File: config.mk
export PLATFORM = sky130hd
export DESIGN_NAME = control_sequencer
export DESIGN_NICKNAME = d
export VERILOG_FILES = /design/src/rtl/control_sequencer.sv
export SDC_FILE = /design/constraint.sdc
export NUM_CORES = 1
export LEC_CHECK = 0
export ABC_AREA = 1
export ABC_CLOCK_PERIOD_IN_PS = 1800
export CAP_MARGIN = 40
export CELL_PAD_IN_SITES_DETAIL_PLACEMENT = 1
export CELL_PAD_IN_SITES_GLOBAL_PLACEMENT = 2
export CORE_UTILIZATION = 20
export CTS_BUF_LIST = sky130_fd_sc_hd__clkbuf_4 sky130_fd_sc_hd__clkbuf_8 sky130_fd_sc_hd__clkbuf_16
export CTS_CLUSTER_DIAMETER = 40
export DETAILED_ROUTE_END_ITERATION = 7
export PLACE_DENSITY_LB_ADDON = 0.08
export SYNTH_ARGS = -nofsm -noshare
export SYNTH_HDL_FRONTEND = slang
export SYNTH_SLANG_ARGS = --single-unit
File: constraint.sdc
create_clock -name clk -period 1.8 [get_ports clk]
set_input_delay 0.18 -clock clk [delete_from_list [all_inputs] [get_ports clk]]
set_output_delay 0.18 -clock clk [all_outputs]
set_load 0.005 [all_outputs]
File: src/rtl/control_sequencer.sv
// control_sequencer
// Microprogrammed-style control unit for a SAP-1 class CPU. A six-state
// one-hot ring (T1..T6) advances on every falling clock edge and the control
// word is decoded combinationally from the ring state and the opcode nibble.
// Because the ring only moves on falling edges, ctrl is stable around every
// rising edge where the datapath registers sample it.
//
// Ports
//   clk      : system clock, ring advances on the falling edge
//   clr      : asynchronous active-low reset
//   opcode   : upper nibble of the instruction register, used from T4 on
//   ctrl     : 14-bit control word
//              13 HLT(H) 12 CP(H) 11 EP(L) 10 LM(L) 9 CE(L) 8 LI(L) 7 EI(L)
//              6 LA(L) 5 EA(L) 4 SU(H) 3 EU(L) 2 LB(L) 1 LO(L) 0 J(L)
//   t_state  : one-hot ring state, bit0 = T1 ... bit5 = T6
module control_sequencer (
   input  logic        clk,
   input  logic        clr,
   input  logic [3:0]  opcode,
   output logic [13:0] ctrl,
   output logic [5:0]  t_state
);

   typedef enum logic [5:0] {
      T1 = 6'b000001,
      T2 = 6'b000010,
      T3 = 6'b000100,
      T4 = 6'b001000,
      T5 = 6'b010000,
      T6 = 6'b100000
   } tstate_e;

   localparam logic [3:0] OP_LDA = 4'b0000;
   localparam logic [3:0] OP_ADD = 4'b0001;
   localparam logic [3:0] OP_SUB = 4'b0010;
   localparam logic [3:0] OP_JMP = 4'b0011;
   localparam logic [3:0] OP_OUT = 4'b1110;
   localparam logic [3:0] OP_HLT = 4'b1111;

   localparam logic [13:0] W_IDLE    = 14'h0FEF;
   localparam logic [13:0] W_FETCH1  = 14'h03EF;
   localparam logic [13:0] W_FETCH2  = 14'h1FEF;
   localparam logic [13:0] W_FETCH3  = 14'h0CEF;
   localparam logic [13:0] W_IR_MAR  = 14'h0B6F;
   localparam logic [13:0] W_RAM_A   = 14'h0DAF;
   localparam logic [13:0] W_RAM_B   = 14'h0DEB;
   localparam logic [13:0] W_ALU_A   = 14'h0FA7;
   localparam logic [13:0] W_ALU_SUB = 14'h0FB7;
   localparam logic [13:0] W_JUMP    = 14'h0F6E;
   localparam logic [13:0] W_OUT     = 14'h0FCD;
   localparam logic [13:0] W_HALT    = 14'h2FEF;

   tstate_e state;
   tstate_e next_state;
   logic    halted;
   logic    halt_next;

   // Ring register and halt flag. Both move only on falling clk edges so the
   // control word never changes near the rising edge the datapath uses.
   always_ff @(negedge clk or negedge clr) begin
      if (!clr) begin
         state  <= T1;
         halted <= 1'b0;
      end else begin
         state  <= next_state;
         halted <= halt_next;
      end
   end

   // Next-state and control-word decode. Fetch words ignore opcode entirely;
   // execute words depend on it. HLT freezes the ring at T4 and keeps the
   // halt word up until reset. The final clr gate makes ctrl idle the moment
   // reset is asserted, independent of the clock, so an aborted instruction
   // cannot leave a partial load strobe behind.
   always_comb begin
      next_state = state;
      halt_next  = halted;
      ctrl       = W_IDLE;

      if (halted) begin
         ctrl       = W_HALT;
         next_state = state;
      end else begin
         unique case (state)
            T1: begin
               ctrl       = W_FETCH1;
               next_state = T2;
            end
            T2: begin
               ctrl       = W_FETCH2;
               next_state = T3;
            end
            T3: begin
               ctrl       = W_FETCH3;
               next_state = T4;
            end
            T4: begin
               next_state = T5;
               case (opcode)
                  OP_LDA, OP_ADD, OP_SUB: ctrl = W_IR_MAR;
                  OP_JMP:                 ctrl = W_JUMP;
                  OP_OUT:                 ctrl = W_OUT;
                  OP_HLT: begin
                     ctrl       = W_HALT;
                     halt_next  = 1'b1;
                     next_state = T4;
                  end
                  default:                ctrl = W_IDLE;
               endcase
            end
            T5: begin
               next_state = T6;
               case (opcode)
                  OP_LDA:         ctrl = W_RAM_A;
                  OP_ADD, OP_SUB: ctrl = W_RAM_B;
                  default:        ctrl = W_IDLE;
               endcase
            end
            T6: begin
               next_state = T1;
               case (opcode)
                  OP_ADD:  ctrl = W_ALU_A;
                  OP_SUB:  ctrl = W_ALU_SUB;
                  default: ctrl = W_IDLE;
               endcase
            end
            default: begin
               ctrl       = W_IDLE;
               next_state = T1;
            end
         endcase
      end

      if (!clr) begin
         ctrl = W_IDLE;
      end
   end

   assign t_state = state;

endmodule

==> impl_metrics.csv <==
group,metric,value,unit
cells_and_area,layout_common_cells,"buf_4 (41), buf_6 (35), buf_2 (16)",
drt,highest_layer,"met4",
drt,viasPerCell,4.65,
drt,wl_met3,135,um
die,chipHeight,59.5,um
cells_and_area,fillers,400,
die,die_area,3540,um^2
power_and_ir_drop,leakage,0.868,nW
yosys,ys_seq_area_frac,0.267,
sta,slew-limit-headroom,0.788,
cells_and_area,multi_input_area,714,um^2
sta,setup_viol,20,
placement,port_buffers,25,
yosys,ys_ff_latch,7,
setup_path,critPathMostFrequentCell,"nor2_4",
sta,tightest_slew,0.316,ns
run,maxCapViolCount,0,
drt,vias,1190,
setup_path,crit_family,"flip-flops",
cells_and_area,antenna-diode-count,0,
yosys,synth-warning-count,0,
cells_and_area,ff_latch_area,176,um^2
run_status,violations,"negative setup slack",
setup_path,critPathMaxStageDelay,0.60,ns
setup_path,crit_chain,"nor2_4, buf_6, nand3_4, buf_4, nand2_1, nor2_4, nand3_2, buf_2",
cells_and_area,mostFrequentLayoutCell,"buf_4",
die,initial_core_util,0.213,
clocking,ctsRootBufferMaster,"clkbuf_4",
cells_and_area,finalNetCount,219,
cells_and_area,final_util,0.601,
setup_path,cp-end-kind,"primary output",
setup_path,cp_slowest_cell,"dfstp_2",
yosys,synth_fp_nets,119,
grt,gr-total-overflow,0,
cells_and_area,post_route_cells_drive_above_1_share,0.703,
grt,grt_use_total,0.264,
grt,grt_max_degree,9,
yosys,syn-cell-area,661,um^2
sta,final.setup.worst_slack,-1.05,ns
clocking,clock_latency,0.34,ns
sta,timing.clock.skew,0.0716,ns
yosys,synth_cells,113,
grt,grt_pass1_vias,1329,
placement,globalplace.congestion,0.823,
drt,drt_iter0_markers,32,
die,ios,26,
placement,dp_hpwl,2.34,mm
sta,slew_viol_final,0,
clocking,cts_tree,"built",
setup_path,crit_type,"reg2out",
sta,rsz0062_at_grt,"true",
die,die_w,59.5,um
die,design.core.area,3100,um^2
drt,drt_first_pass_iters,4,
clocking,clk_pin_slew,0.03,ns
clocking,cts_buffers,3,
cells_and_area,fin_area,1870,um^2
grt,grt_pass1_wl,6.64,mm
drt,drc,0,
setup_path,arrival,2.67,ns
power_and_ir_drop,irDropWorstVdd,0.102,mV
setup_path,startpoint_type,"flip-flop",
power_and_ir_drop,powerDensity,203,nW/um^2
placement,placed_cells,209,
yosys,postSynthAreaPerCell,5.85,um^2
power_and_ir_drop,p_total,0.378,mW
clocking,cts.sinks,7,
drt,wire_per_inst,18.6,um
drt,wirelength_met1,1.88,mm
drt,ant_nets,0,
setup_path,critPathMaxFanout,5,
sta,hold_violations,0,
drt,wl,4.76,mm
clocking,clockBufferDepth,2,
hold_path,hold_path_class,"reg2reg",
clocking,cts_max_level,1,
run_status,status,"finished, violations left",
drt,route.met2.wl,2.65,mm
yosys,post_synth_num_cell_types,20,
setup_path,required,1.62,ns
cells_and_area,fin_cells,256,
setup_path,crit_buf_inv,3,
die,rows,20,
grt,antenna_found_initial,0,
cells_and_area,area.growth.synth_to_final,182,%
placement,place_area,1210,um^2
## routing by layer
metal | vias up | GRT usage
met2 | 32 | 0.509
met5 | - | 0
met1 | 587 | 0.292
li1 | 561 | -
met3 | 10 | 0.0284
met4 | 0 | 0.0986
## path summary, 6_finish.rpt
| kind | startpoint | end | slack [ns] | cells after the start |
|---|---|---|---|---|
| max | t_state[0] | ctrl[2] | -1.05 | 8 |
| min | t_state[0] | t_state[0] | 0.59 | 2 |
| max reg2reg | t_state[0] | t_state[2] | 0.15 | 7 |
| min reg2reg | t_state[0] | t_state[0] | 0.59 | 2 |
| max in group asynchronous | clr | t_state[0] | 0.50 | 2 |
| min in group asynchronous | clr | halted | 1.02 | 2 |
## logic make-up after synthesis
kind of cell | share of synthesized area
flip-flops | 0.267
buffers and inverters | 0.125
AND/OR/NAND/NOR | 0.502
AO/OA/AOI/OAI | 0.106
## sequential cells by signal (all words and copies together), names as in the netlist
name	cells
t_state	6
halted	1
## tightest hold or removal path, cell delays in order, from the launching register on
cell and delay, ns:
dfstp_2 0.40, nand2_1 0.08, o21ai_0 0.10
## through the flow
step           setup TNS, ns  hold WS (ns)  setup slack, ns
2_1_floorplan          -4.60         0.469           -0.435
3_3_place_gp          -16.15         0.537            -1.00
3_5_place_dp          -16.73         0.537            -1.05
4_1_cts               -14.99         0.538           -0.991
5_1_grt               -17.05         0.612            -1.11
6_report              -16.12         0.593            -1.05
## timing repair
action | 4_1_cts | 5_1_grt
gates resized for setup | 156 | 26
setup buffers | 36 | 10
setup endpoints to repair | 23 | 20
hold buffers | 0 | 0
pin swaps | 28 | 17
## power by group
group	internal, mW	total, mW	switching (mW)
Combinational	0.0219	0.0501	0.0283
Clock	0.0828	0.170	0.0871
Sequential	0.158	0.158	0
## final cells by class
| cell class | instances | share of cell area |
|---|---|---|
| clock buffers | 3 | 0.0121 |
| repair buffers | 97 | 0.443 |
| flip-flops and latches | 7 | 0.0946 |
| well taps | 44 | 0.0295 |
| clock inverters | 2 | 0.00402 |
| multi-input cells | 87 | 0.383 |
| inverters | 16 | 0.0335 |
## cell usage after synthesis, drive strengths merged
library cell  instances  area [um^2]
nor2                 29          129
nand2                23         88.8
nand3                19         95.1
inv                  17         63.8
o21ai                 9         45.0
dfrtn                 6          150
buf                   2         18.8
nand4                 2         12.5
a21boi                1         7.51
a21oi                 1         5.00
a31oi                 1         6.26
dfstp                 1         26.3
nor4                  1         6.26
o22ai                 1         6.26
(Power assumes the default switching activity.)
